==> config.mk <==
export PLATFORM = sky130hd
export DESIGN_NAME = present_drop_scheduler
export DESIGN_NICKNAME = d
export VERILOG_FILES = /design/src/rtl/present_pkg.sv /design/src/rtl/present_slot_fsm.sv /design/src/rtl/present_drop_scheduler.sv
export SDC_FILE = /design/constraint.sdc
export NUM_CORES = 1
export LEC_CHECK = 0
export BUFFER_PORTS_ARGS = -buffer_cell sky130_fd_sc_hd__buf_2
export CAP_MARGIN = 40
export CORE_MARGIN = 4
export CORE_UTILIZATION = 28
export DETAILED_ROUTE_END_ITERATION = 10
export GPL_ROUTABILITY_DRIVEN = 0
export PLACE_DENSITY_LB_ADDON = 0.05
export SYNTH_ARGS = -nofsm -noshare
export SYNTH_HDL_FRONTEND = slang
export SYNTH_SLANG_ARGS = --single-unit
==> constraint.sdc <==
create_clock -name clk -period 2 [get_ports clk]
set_clock_uncertainty 0.1 [all_clocks]
set_input_delay 0.1 -clock clk [delete_from_list [all_inputs] [get_ports clk]]
set_output_delay 0.1 -clock clk [all_outputs]
set_load 0.1 [all_outputs]
==> src/rtl/present_pkg.sv <==
// Shared types and constants for the present drop scheduler and its slot FSMs.
package present_pkg;

   typedef enum logic [1:0] {FREE, SPAWN, LIVE, BLINK} slot_state_t;
   typedef logic [1:0] present_type_t;

   localparam int NUM_SLOTS   = 3;
   localparam int X_SPAWN_MAX = 623;

   function automatic logic [10:0] clamp_x(input logic [10:0] x);
      return (x > 11'(X_SPAWN_MAX)) ? 11'(X_SPAWN_MAX) : x;
   endfunction

endpackage

==> src/rtl/present_slot_fsm.sv <==
// Lifetime tracker for one on-screen present slot: FREE -> SPAWN -> LIVE -> BLINK -> FREE.
module present_slot_fsm
   import present_pkg::*;
#(
   parameter int LIFETIME_FRAMES   = 300,
   parameter int BLINK_FRAMES      = 120,
   parameter int BLINK_PERIOD_LOG2 = 3
) (
   input  logic clk,
   input  logic resetN,
   input  logic alloc_i,
   input  logic sof_i,
   input  logic col_player_i,
   input  logic col_rope_i,
   output logic free_o,
   output logic visible_o,
   output logic reset_o,
   output logic collect_o
);

   localparam int CNT_MAX   = (LIFETIME_FRAMES > BLINK_FRAMES) ? LIFETIME_FRAMES : BLINK_FRAMES;
   localparam int CNT_W_RAW = $clog2(CNT_MAX + 1);
   localparam int CNT_W     = (CNT_W_RAW > BLINK_PERIOD_LOG2) ? CNT_W_RAW : BLINK_PERIOD_LOG2 + 1;

   slot_state_t      state_q;
   logic [CNT_W-1:0] cnt_q;
   logic [CNT_W-1:0] cnt_inc;
   logic             visible_q;
   logic             reset_q;
   logic             active;
   logic             hit;

   // Collisions only matter once the present is actually on screen.
   assign active    = (state_q == LIVE) || (state_q == BLINK);
   assign hit       = active && (col_player_i || col_rope_i);
   assign collect_o = active && col_player_i;
   assign free_o    = (state_q == FREE);
   assign visible_o = visible_q;
   assign reset_o   = reset_q;
   assign cnt_inc   = cnt_q + 1'b1;

   always_ff @(posedge clk or negedge resetN) begin
      if (!resetN) begin
         state_q   <= FREE;
         cnt_q     <= '0;
         visible_q <= 1'b0;
         reset_q   <= 1'b0;
      end else begin
         reset_q <= 1'b0;
         case (state_q)
            FREE: begin
               if (alloc_i) begin
                  state_q <= SPAWN;
                  reset_q <= 1'b1;
                  cnt_q   <= '0;
               end
            end
            SPAWN: begin
               state_q   <= LIVE;
               visible_q <= 1'b1;
            end
            LIVE: begin
               if (hit) begin
                  state_q   <= FREE;
                  visible_q <= 1'b0;
               end else if (sof_i) begin
                  if (cnt_q == CNT_W'(LIFETIME_FRAMES - 1)) begin
                     state_q <= BLINK;
                     cnt_q   <= '0;
                  end else begin
                     cnt_q <= cnt_inc;
                  end
               end
            end
            BLINK: begin
               if (hit) begin
                  state_q   <= FREE;
                  visible_q <= 1'b0;
               end else if (sof_i) begin
                  if (cnt_q == CNT_W'(BLINK_FRAMES - 1)) begin
                     state_q   <= FREE;
                     visible_q <= 1'b0;
                  end else begin
                     cnt_q     <= cnt_inc;
                     visible_q <= ~cnt_inc[BLINK_PERIOD_LOG2];
                  end
               end
            end
            default: state_q <= FREE;
         endcase
      end
   end

endmodule

==> src/rtl/present_drop_scheduler.sv <==
// Present drop scheduler: LFSR drop decision, slot allocation, bonus arbitration.
// Optional PRESENT_PITY_EN forces a drop after 7 consecutive pops without one.
module present_drop_scheduler
   import present_pkg::*;
#(
   parameter int          DROP_THRESH       = 6,
   parameter int          LIFETIME_FRAMES   = 300,
   parameter int          BLINK_FRAMES      = 120,
   parameter int          BLINK_PERIOD_LOG2 = 3,
   parameter logic [15:0] LFSR_SEED         = 16'hACE1
) (
   input  logic                   clk,
   input  logic                   resetN,
   input  logic                   startOfFrame,
   input  logic                   ball_pop,
   input  logic [10:0]            pop_x,
   input  logic [NUM_SLOTS-1:0]   col_player,
   input  logic [NUM_SLOTS-1:0]   col_rope,
   output logic [NUM_SLOTS-1:0]   slot_visible,
   output logic [NUM_SLOTS-1:0]   slot_reset,
   output logic [10:0]            spawn_x,
   output logic [2*NUM_SLOTS-1:0] slot_type,
   output logic                   bonus_valid,
   output logic [1:0]             bonus_type,
   output logic [7:0]             drops_lost
);

   logic [15:0]            lfsr_q;
   logic [15:0]            lfsr_d;
   logic [10:0]            spawn_x_q;
   logic [2*NUM_SLOTS-1:0] slot_type_q;
   logic [7:0]             drops_lost_q;
   logic [NUM_SLOTS-1:0]   pending_q;
   present_type_t          ptype_q [NUM_SLOTS];

   logic [NUM_SLOTS-1:0]   free;
   logic [NUM_SLOTS-1:0]   collect;
   logic [NUM_SLOTS-1:0]   alloc;
   logic [NUM_SLOTS-1:0]   grant;
   present_type_t          bonus_type_c;
   logic                   lfsr_pass;
   logic                   drop_req;

   assign lfsr_d    = {1'b0, lfsr_q[15:1]} ^ (lfsr_q[0] ? 16'hB400 : 16'h0000);
   assign lfsr_pass = ({28'd0, lfsr_q[3:0]} < 32'(DROP_THRESH));

`ifdef PRESENT_PITY_EN
   logic [2:0] pity_q;

   assign drop_req = ball_pop && (lfsr_pass || (pity_q == 3'd7));

   // Any positive drop decision clears the streak, even if no slot was free.
   always_ff @(posedge clk or negedge resetN) begin
      if (!resetN) begin
         pity_q <= 3'd0;
      end else if (ball_pop) begin
         pity_q <= drop_req ? 3'd0 : pity_q + 3'd1;
      end
   end
`else
   assign drop_req = ball_pop && lfsr_pass;
`endif

   generate
      for (genvar gi = 0; gi < NUM_SLOTS; gi++) begin : g_slot
         present_slot_fsm #(
            .LIFETIME_FRAMES  (LIFETIME_FRAMES),
            .BLINK_FRAMES     (BLINK_FRAMES),
            .BLINK_PERIOD_LOG2(BLINK_PERIOD_LOG2)
         ) u_slot (
            .clk         (clk),
            .resetN      (resetN),
            .alloc_i     (alloc[gi]),
            .sof_i       (startOfFrame),
            .col_player_i(col_player[gi]),
            .col_rope_i  (col_rope[gi]),
            .free_o      (free[gi]),
            .visible_o   (slot_visible[gi]),
            .reset_o     (slot_reset[gi]),
            .collect_o   (collect[gi])
         );
      end
   endgenerate

   // Scanning downward lets the lowest-index candidate overwrite the rest.
   always_comb begin
      alloc        = '0;
      grant        = '0;
      bonus_type_c = '0;
      for (int i = NUM_SLOTS - 1; i >= 0; i--) begin
         if (drop_req && free[i]) begin
            alloc    = '0;
            alloc[i] = 1'b1;
         end
         if (pending_q[i]) begin
            grant        = '0;
            grant[i]     = 1'b1;
            bonus_type_c = ptype_q[i];
         end
      end
   end

   always_ff @(posedge clk or negedge resetN) begin
      if (!resetN) begin
         lfsr_q       <= LFSR_SEED;
         spawn_x_q    <= '0;
         slot_type_q  <= '0;
         drops_lost_q <= '0;
         pending_q    <= '0;
         for (int i = 0; i < NUM_SLOTS; i++) begin
            ptype_q[i] <= '0;
         end
      end else begin
         lfsr_q <= lfsr_d;
         if (|alloc) begin
            spawn_x_q <= clamp_x(pop_x);
         end
         if (drop_req && (free == '0) && (drops_lost_q != 8'hFF)) begin
            drops_lost_q <= drops_lost_q + 8'd1;
         end
         // The bonus type is latched apart from slot_type so reallocation cannot corrupt it.
         pending_q <= (pending_q & ~grant) | collect;
         for (int i = 0; i < NUM_SLOTS; i++) begin
            if (alloc[i]) begin
               slot_type_q[2*i +: 2] <= lfsr_q[5:4];
            end
            if (collect[i]) begin
               ptype_q[i] <= slot_type_q[2*i +: 2];
            end
         end
      end
   end

   assign spawn_x     = spawn_x_q;
   assign slot_type   = slot_type_q;
   assign drops_lost  = drops_lost_q;
   assign bonus_valid = |pending_q;
   assign bonus_type  = bonus_type_c;

endmodule

# --- Yosys cells after proc, flatten, opt, wreduce, memory -nomap -nowiden ---
# Index checks and enable logic that the tools add are counted.
totals:
  regBits: 89
  output_inout_bits: 34
classes:
  addsub: 4
  n_lt_le_gt_ge: 2
  n_eq_ne: 49
  muxes: 80
  n_bitwise: 7
  reduce_logical: 39
ops:
  columns: ["operator", "count"]
  rows:
  - ["9-bit 2-to-1 mux", 21]
  - ["9-bit one-hot mux with 3 select lines", 3]
  - ["2-bit 2-to-1 mux", 24]
  - ["2-bit inequality test (second input constant)", 18]
  - ["3-bit by 2-bit inequality test with 1-bit output (second input constant)", 12]
  - ["9-bit by 1-bit adder with 9-bit output (second input constant)", 3]
  - ["9-bit by 7-bit == test with 1-bit output (second input constant)", 3]
  - ["9-bit == test (second input constant)", 3]
  - ["2-bit one-hot mux with 4 select lines", 3]
  - ["7-bit AND reduction", 3]
  - ["1-bit 2-to-1 mux", 18]
  - ["3-bit 2-to-1 mux", 6]
  - ["3-bit nonzero test", 6]
  - ["16-bit 2-to-1 mux", 1]
  - ["15-bit by 16-bit XOR with 16-bit output", 1]
  - ["5-bit AND reduction", 3]
  - ["2-bit == test (second input constant)", 6]
  - ["1-bit logical AND", 12]
  - ["11-bit by 10-bit greater-than comparator with 1-bit output (second input constant)", 1]
  - ["11-bit 2-to-1 mux", 1]
  - ["1-bit one-hot mux with 3 select lines", 3]
  - ["3-bit AND reduction", 3]
  - ["8-bit by 1-bit adder with 8-bit output (second input constant)", 1]
  - ["8-bit inequality test (second input constant)", 1]
  - ["other kinds (11)", 25]

# --- Longest topological paths before layout ---
# Gate-level depths: netlist (run 1).
logic_depth:
  word_depth: 8
  depth_mapped: 6

# --- Hierarchy ---
# A second synthesis (run 1) with hierarchy kept.
unflattened:
  cells_unflattened: 389
  area_unflattened_um2: 4409.2
by_module_without_submodules:
  columns: ["mod", "n_inst", "cells_each", "area_each_um2"]
  rows:
  - ["present_drop_scheduler", 1, 137, 1935.6]
  - ["present_slot_fsm at g_slot[0].u_slot ...", 2, 85, 842.1]
  - ["present_slot_fsm at g_slot[2].u_slot", 1, 82, 789.5]

# --- Worst setup path after synthesis (run 1) ---
# No wires, ideal clock.
synth_timing:
  path_type: "register to output"
  startpoint: "register pending_q[1]"
  endpoint: "output port bonus_type[1]"
  arrival_ps: 2664
  slack_ps: -864
  path_stages_with_launch: 4
  cell_sequence: "dfrtp_1 > nor2_1 > a21oi_1 > o21ai_0"
synth_via:
  elab_chain_len: 2
synth_lines:
  columns: ["element", "line", "text"]
  rows:
  - ["start: declaration", "present_drop_scheduler.sv:33", "logic [NUM_SLOTS-1:0] pending_q;"]
  - ["start signal: assignment", "present_drop_scheduler.sv:122", "pending_q <= (pending_q & ~grant) | collect;"]
  - ["2-bit 2-to-1 mux (2 in a row)", "present_drop_scheduler.sv:95", "if (pending_q[i]) begin"]
  - ["end: declaration", "present_drop_scheduler.sv:24", "output logic [1:0] bonus_type,"]
# Every way passes these cells.

# --- Worst setup path in the final report (run 1) ---
layout_timing:
  startpoint: "register g_slot[2].u_slot.cnt_q[0]"
  endpoint: "register g_slot[2].u_slot.cnt_q[4]"
layout_via:
  elab_chain_len: 5
  elab_cells_between_ends: 12
  classes_between: "add/sub: 1; eq/ne: 3; mux: 7; reduce/logical: 1"
layout_lines:
  columns: ["element", "line", "text"]
  rows:
  - ["start: declaration", "present_slot_fsm.sv:26", "logic [CNT_W-1:0] cnt_q;"]
  - ["start signal: assignment", "present_slot_fsm.sv:71", "cnt_q <= cnt_inc;"]
  - ["start signal: assignment", "present_slot_fsm.sv:84", "cnt_q <= cnt_inc;"]
  - ["9-bit by 1-bit adder with 9-bit output or 9-bit == test (tied branches)", "present_slot_fsm.sv:40, present_slot_fsm.sv:67", null]
  - ["9-bit 2-to-1 mux, on equally long branches", "present_slot_fsm.sv:80, present_slot_fsm.sv:67", null]
  - ["9-bit 2-to-1 mux, on equally long branches", "present_slot_fsm.sv:79, present_slot_fsm.sv:66", null]
  - ["9-bit 2-to-1 mux, on equally long branches", "present_slot_fsm.sv:76, present_slot_fsm.sv:63", null]
  - ["9-bit one-hot mux with 3 select lines", "present_slot_fsm.sv:50", "case (state_q)"]
# Parallel ways exist; a longest one is shown, timed or not. The select of a mux whose other input is x is not followed.
# A chain may end at the register's enable or synchronous reset.

==> results of run 1 <==
==> routing by layer <==
layer	vias up	global-route usage, %	wire, microns
li1	1721	-	-
met1	1745	18.26	5424
met2	69	19.93	5009
met3	14	3.113	537
met4	0	5.600	223
met5	-	0	0
==> worst paths after layout <==
check | from | to | slack, ns | cells after the start
worst max-delay path | g_slot[2].u_slot.cnt_q[0] | g_slot[2].u_slot.cnt_q[4] | 0.1 | 5
worst min register to register | lfsr_q[9] | lfsr_q[8] | 0.25 | 0
worst max register to register | g_slot[2].u_slot.cnt_q[0] | g_slot[2].u_slot.cnt_q[4] | 0.1 | 5
max in group asynchronous | resetN | lfsr_q[0] | 1.00 | 3
worst min-delay path | col_player[0] | pending_q[0] | 0.01 | 3
min in group asynchronous | resetN | g_slot[2].u_slot.cnt_q[6] | 0.12 | 2
==> sequential cells by signal, indices dropped and copies added (netlist names) <==
name                     cells
g_slot.u_slot.state_q        6
slot_type                    6
spawn_x                     11
g_slot.u_slot.reset_o        3
ptype_q                      6
drops_lost                   8
g_slot.u_slot.visible_o      3
g_slot.u_slot.cnt_q         27
lfsr_q                      16
pending_q                    3
==> cell usage in the layout, fill, tap and decap left out, types with 3 or more instances in the layout <==
cell type      synthesis  layout
nand2_1               46      46
dlygate4sd3_1          0      15
o21ai_0               11       9
dfrtp_2                0       5
inv_1                 25      25
o22ai_1                4       4
o21ai_2                1       3
o22a_1                 7       7
o211ai_1              14      14
or4_1                  5       5
nand4_1                7       7
a31oi_1                7       7
mux2i_1               10      10
xor2_1                10      10
dfstp_2                8       8
and3_1                11      11
buf_2                  7      53
nor3_1                 7       7
a311o_1                3       3
a21oi_1               18      18
a221oi_1               3       3
dfrtp_1               81      74
buf_4                  7      31
o31ai_1                8       7
or3_1                  4       4
nand3_1               18      18
nor2_1                13      12
xnor2_1                3       3
nor3b_1                5       5
o211a_1                3       3
mux2_2                10      10
clkbuf_16              0       9
==> through the flow <==
stage               setup slack [ns]  hold slack, ns
detailed placement           0.09561        -0.04880
global placement             0.08887        -0.04246
global route                0.004768         0.02115
floorplan                    0.02187         -0.2956
CTS                          0.03580        0.004966
finish                       0.09834         0.01480
==> cell type report <==
class	count	area, sq um
Sequential cell	89	2251
Clock buffer	11	242.7
Tap cell	211	264.0
Timing Repair Buffer	101	688.2
Clock inverter	5	62.56
Fill cell	1544	9767
Inverter	25	93.84
Multi-Input combinational cell	282	2002
==> power breakdown <==
part           internal (W)  leakage [nW]  switching, W  total [W]
Clock               0.00101         0.142      0.000733    0.00174
Combinational      0.000612          1.23       0.00159    0.00220
Sequential          0.00205          1.15      0.000265    0.00232
==> kinds of logic after synthesis <==
logic type,count (synthesis),synth area share (%)
xor+xnor,13,2.567
mux,21,5.049
compound gates,99,16.81
buf+inv,50,5.388
fa+ha+maj,4,1.128
simple gates,145,18.62
flops,89,50.44
==> critical path, stage by stage, from the launching register on <==
cell and delay, ns:
dfrtp_1 0.40, ha_1 0.17, or2b_2 0.32, o31a_1 0.37
a221oi_1 0.31, o2bb2ai_1 0.10
==> repair_timing <==
action                                 CTS  global route
endpoints found under the hold margin   77             0
setup endpoints to repair                0             8
resized for setup                        0             4
hold buffers                            15             0
==> results.json, run 1 <==
{
  "power_dens_cells_nw_per_um2": 1118,
  "worstSetupStartpointType": "register",
  "number_of_antenna_cells_inserted": 0,
  "timing.final.max_slew_violations": 0,
  "cts.reportedPaths.clkPinSlew_ns": 0.07,
  "worst_setup_path_end_kind": "register",
  "vias": 3549,
  "design_area_sq_um": 5604,
  "number_of_storage_elements_in_the_synthesis_netlist": 89,
  "ys.warnings.count": 0,
  "die_area_sq_um": 17920,
  "rsz0062_at_grt": "false",
  "chipWidth_microns": 133.9,
  "synth.largest_area_cell": "dfrtp_1",
  "start_util_pct": 28.86,
  "timing.critical_path.arrival_ns": 2.03,
  "syn_inst": 421,
  "critical_path_class": "reg -> reg",
  "postCtsSetupBuffers": 0,
  "finalWorstPathRequiredPeriod_ns": 1.902,
  "detailedPlacementHpwl_mm": 8.205,
  "synth_seq_area_share_pct": 50.44,
  "io_pins": 55,
  "detail_route.drc_violations": 0,
  "post_synth.cell_area_avg_sq_um": 10.54,
  "drt-pass1-iter-count": 4,
  "grt_remaining_overflow": 0,
  "fin_tns_setup_ns": 0,
  "post_synth_edffs": 0,
  "insertion_delay_ns": 0.34,
  "ir_drop_mv": 0.8854,
  "area_delta_synth_final_pct": 26.35,
  "ctsLongestPathBuffers": 2,
  "numCtsBuffers": 9,
  "core_area_sq_um": 15370,
  "grt.total_usage_pct": 13.24,
  "ant_nets": 0,
  "tritoncts": "yes",
  "cts.root.buffer_cell": "clkbuf_16",
  "final-instance-count-excl-fill": 724,
  "max_cap_violations": 0,
  "period_share_pct": 95.08,
  "placement.cell_area_sq_um": 5129,
  "hold_path_class": "in -> reg",
  "fraction_of_synthesis_flops_using_an_asynchronous_set_or_reset_pin_pct": 100.0,
  "final_core_utilization_pct": 36.46,
  "synth_nets": 446,
  "highest_clock_rate_mhz": 525.9,
  "timing.critical_path.required_ns": 2.12,
  "yosysMostFrequentCell": "dfrtp_1",
  "drt_iter0_drc": 209,
  "synth_area_sq_um": 4436,
  "post_synth_main_area_contributors": "dfrtp_1 (46%), dfstp_2 (4.7%), nand2_1 (3.9%)",
  "timing.final.hold_violations": 0,
  "grt_first_pass_wirelength_mm": 19.00,
  "layout_cell_share_with_drive_strength_beyond_1_pct": 28.85,
  "maximum_number_of_pins_on_one_net_before_global_route_repair": 44,
  "final_net_count": 533,
  "result_of_the_run": "completed",
  "number_of_global_route_vias_before_repair": 3550,
  "antenna_found_initial": 0,
  "vias_per_cell": 4.902,
  "synthTopCellsByCount": "dfrtp_1 (81), nand2_1 (46), inv_1 (25), a21oi_1 (18), nand3_1 (18)",
  "post_drt_wl_per_cell_microns": 15.46,
  "synth_cell_type_count": 71,
  "cts_num_sinks": 89,
  "htreeDepth": 3,
  "placed_cells": 693,
  "total_leakage_power_nw": 2.526,
  "maxSlewHeadroom_pct": 65.71,
  "synth_flop_cell": "dfrtp_1",
  "tightestPinTransition_ns": 0.5179,
  "timing.critical_path.fanout_max": 5,
  "port-buffer-count": 54,
  "total_power_w": 0.006263,
  "std_cell_rows": 45,
  "timing.final.setup_violations": 0,
  "routed_wl_mm": 11.20,
  "synth.top_cell.area_share_pct": 45.70,
  "die_y_microns": 133.9
}
(Power assumes the default switching activity.)
==> run 2, diff against run 1 <==
--- a/config.mk
+++ b/config.mk
@@ -7,11 +7,11 @@
 export LEC_CHECK = 0
 export BUFFER_PORTS_ARGS = -buffer_cell sky130_fd_sc_hd__buf_2
 export CAP_MARGIN = 40
-export CORE_MARGIN = 4
 export CORE_UTILIZATION = 28
 export DETAILED_ROUTE_END_ITERATION = 10
 export GPL_ROUTABILITY_DRIVEN = 0
 export PLACE_DENSITY_LB_ADDON = 0.05
+export SKIP_CTS_REPAIR_TIMING = 1
 export SYNTH_ARGS = -nofsm -noshare
 export SYNTH_HDL_FRONTEND = slang
 export SYNTH_SLANG_ARGS = --single-unit
==> run 2 against run 1 <==
The flow now finishes with violations (hold timing). First-iteration DRC count rose by 9.1%. Die area fell by 8.8%. Routed wire length fell by 4.0%. Cell area fell by 0.63%. Global-route usage rose by 0.74 points. Critical endpoint unchanged.
==> results.json, run 2 (synthesis gave the netlist of run 1 again) <==
{
  "result_of_the_run": "finished with violations",
  "violations": "hold timing",
  "htreeDepth": 3,
  "fin_tns_setup_ns": 0,
  "io_pins": 55,
  "dr_wl_met2_mm": 4.581,
  "chipWidth_microns": 127.9,
  "highest_clock_rate_mhz": 535.0,
  "timing.final.hold_violations": 4,
  "die_area_sq_um": 16350,
  "core_area_sq_um": 15310,
  "post_drt_wl_per_cell_microns": 14.95,
  "ant_nets": 0,
  "insertion_delay_ns": 0.35,
  "tightestPinTransition_ns": 0.5198,
  "number_of_global_route_vias_before_repair": 3399,
  "route.met3.wl_microns": 467,
  "drt-pass1-iter-count": 4,
  "total_leakage_power_nw": 2.515,
  "vias_per_cell": 4.915,
  "hold_path_class": "in -> reg",
  "finalWorstPathRequiredPeriod_ns": 1.869,
  "power_dens_cells_nw_per_um2": 1122,
  "largest_register_ff_count": 27,
  "drt_iter0_drc": 228,
  "worst-path-buf-inv": 0,
  "std_cell_rows": 45,
  "maximum_number_of_pins_on_one_net_before_global_route_repair": 90,
  "total_power_w": 0.006249,
  "area_delta_synth_final_pct": 25.56,
  "wl_met1_mm": 5.572,
  "cts.reportedPaths.clkPinSlew_ns": 0.07,
  "timing.final.max_slew_violations": 0,
  "die_y_microns": 127.9,
  "grt_remaining_overflow": 0,
  "number_of_antenna_cells_inserted": 0,
  "max_cap_violations": 0,
  "cts_num_sinks": 89,
  "timing.critical_path.arrival_ns": 2.00,
  "layout.cells.most_common": "dfrtp_1",
  "whs_ns": -0.03032,
  "layout_cell_share_with_drive_strength_beyond_1_pct": 28.74,
  "grt_first_pass_wirelength_mm": 17.75,
  "worstSetupStartpointType": "register",
  "final_net_count": 528,
  "vias": 3534,
  "maxSlewHeadroom_pct": 65.35,
  "timing.critical_path.required_ns": 2.13,
  "grt.total_usage_pct": 13.97,
  "period_share_pct": 93.46,
  "timing.final.setup_violations": 0,
  "tritoncts": "yes",
  "detailedPlacementHpwl_mm": 7.455,
  "routed.top_layer": "met4",
  "detail_route.drc_violations": 0,
  "worst_setup_path_end_kind": "register",
  "critPathSlowestCell": "dfrtp_1",
  "routed_wl_mm": 10.75,
  "start_util_pct": 28.96,
  "ctsLongestPathBuffers": 2,
  "most-common-layout-cells": "dfrtp_1 (74), buf_2 (53), nand2_1 (46)",
  "cpLargestDelayFamily": "compound AO/OA/AOI/OAI gates",
  "critical_path_class": "reg -> reg",
  "port-buffer-count": 54,
  "rsz0062_at_grt": "false",
  "fillerInstances": 1572,
  "timing.critical_path.fanout_max": 6,
  "numCtsBuffers": 9,
  "critical_path.cell_chain": "or3b_1 -> o31a_1 -> a221oi_1 -> o2bb2ai_1",
  "cts.root.buffer_cell": "clkbuf_16",
  "antenna_found_initial": 0,
  "worst_path_largest_cell_delay_ns": 0.44,
  "top_register": "g_slot.u_slot.cnt_q",
  "ir_drop_mv": 0.4344
}
run 2: cell count changes in the layout (fill, tap and decap cells not counted), sizes merged:
cell,previous run,this run
clkinvlp,2,1
clkbuf,11,9
inv,26,27
dlygate4sd3,15,13
buf,86,83
clkinv,1,3
run 2: routing by layer:
layer | GRT usage, % | up-vias
li1 | - | 1723
met1 | 19.56 | 1743
met2 | 20.59 | 60
met3 | 3.965 | 8
met4 | 4.775 | 0
met5 | 0 | -
run 2: cell type report:
| cell class | instances | area, sq um | share of cell area, % |
|---|---|---|---|
| flip-flops and latches | 89 | 2251 | 40.42 |
| multi-input cells | 282 | 1999 | 35.90 |
| repair buffers | 96 | 658.1 | 11.82 |
| well taps | 211 | 264.0 | 4.741 |
| clock buffers | 9 | 225.2 | 4.044 |
| inverters | 25 | 93.84 | 1.685 |
| clock inverters | 7 | 77.57 | 1.393 |
run 2: through the flow:
step	instances	utilization [%]	instance area, sq um	setup slack (ns)
after floorplan	421	-	4473	0.02187
after global placement	687	33.28	5096	0.1292
after detailed placement	687	33.28	5096	0.09643
after CTS	703	35.25	5399	0.08954
after global routing	719	36.36	5569	0.01310
final	719	36.36	5569	0.1307
run 2: worst register-to-register path: cells and delay by family (launching register included):
kind / cells / cell delay [ns]
DFF: 1 / 0.44
AOI/OAI and AO/OA: 3 / 0.77
and+or+nand+nor: 1 / 0.44
run 2: worst paths after layout:
kind | startpoint | to | slack, ns | cells after the start
setup / recovery | g_slot[2].u_slot.cnt_q[4] | g_slot[2].u_slot.cnt_q[4] | 0.13 | 4
hold / removal | col_player[2] | pending_q[2] | -0.03 | 3
setup reg to reg | g_slot[2].u_slot.cnt_q[4] | g_slot[2].u_slot.cnt_q[4] | 0.13 | 4
hold reg to reg | lfsr_q[8] | lfsr_q[7] | 0.25 | 0
max in group asynchronous | resetN | drops_lost[0] | 1.12 | 3
min in group asynchronous | resetN | ptype_q[1] | 0.22 | 3
run 2: report_power, final:
part / switching [W] / internal [W]
combinational: 0.00159 / 0.000620
sequential: 0.000250 / 0.00205
clock: 0.000761 / 0.000980
total: 0.00260 / 0.00365
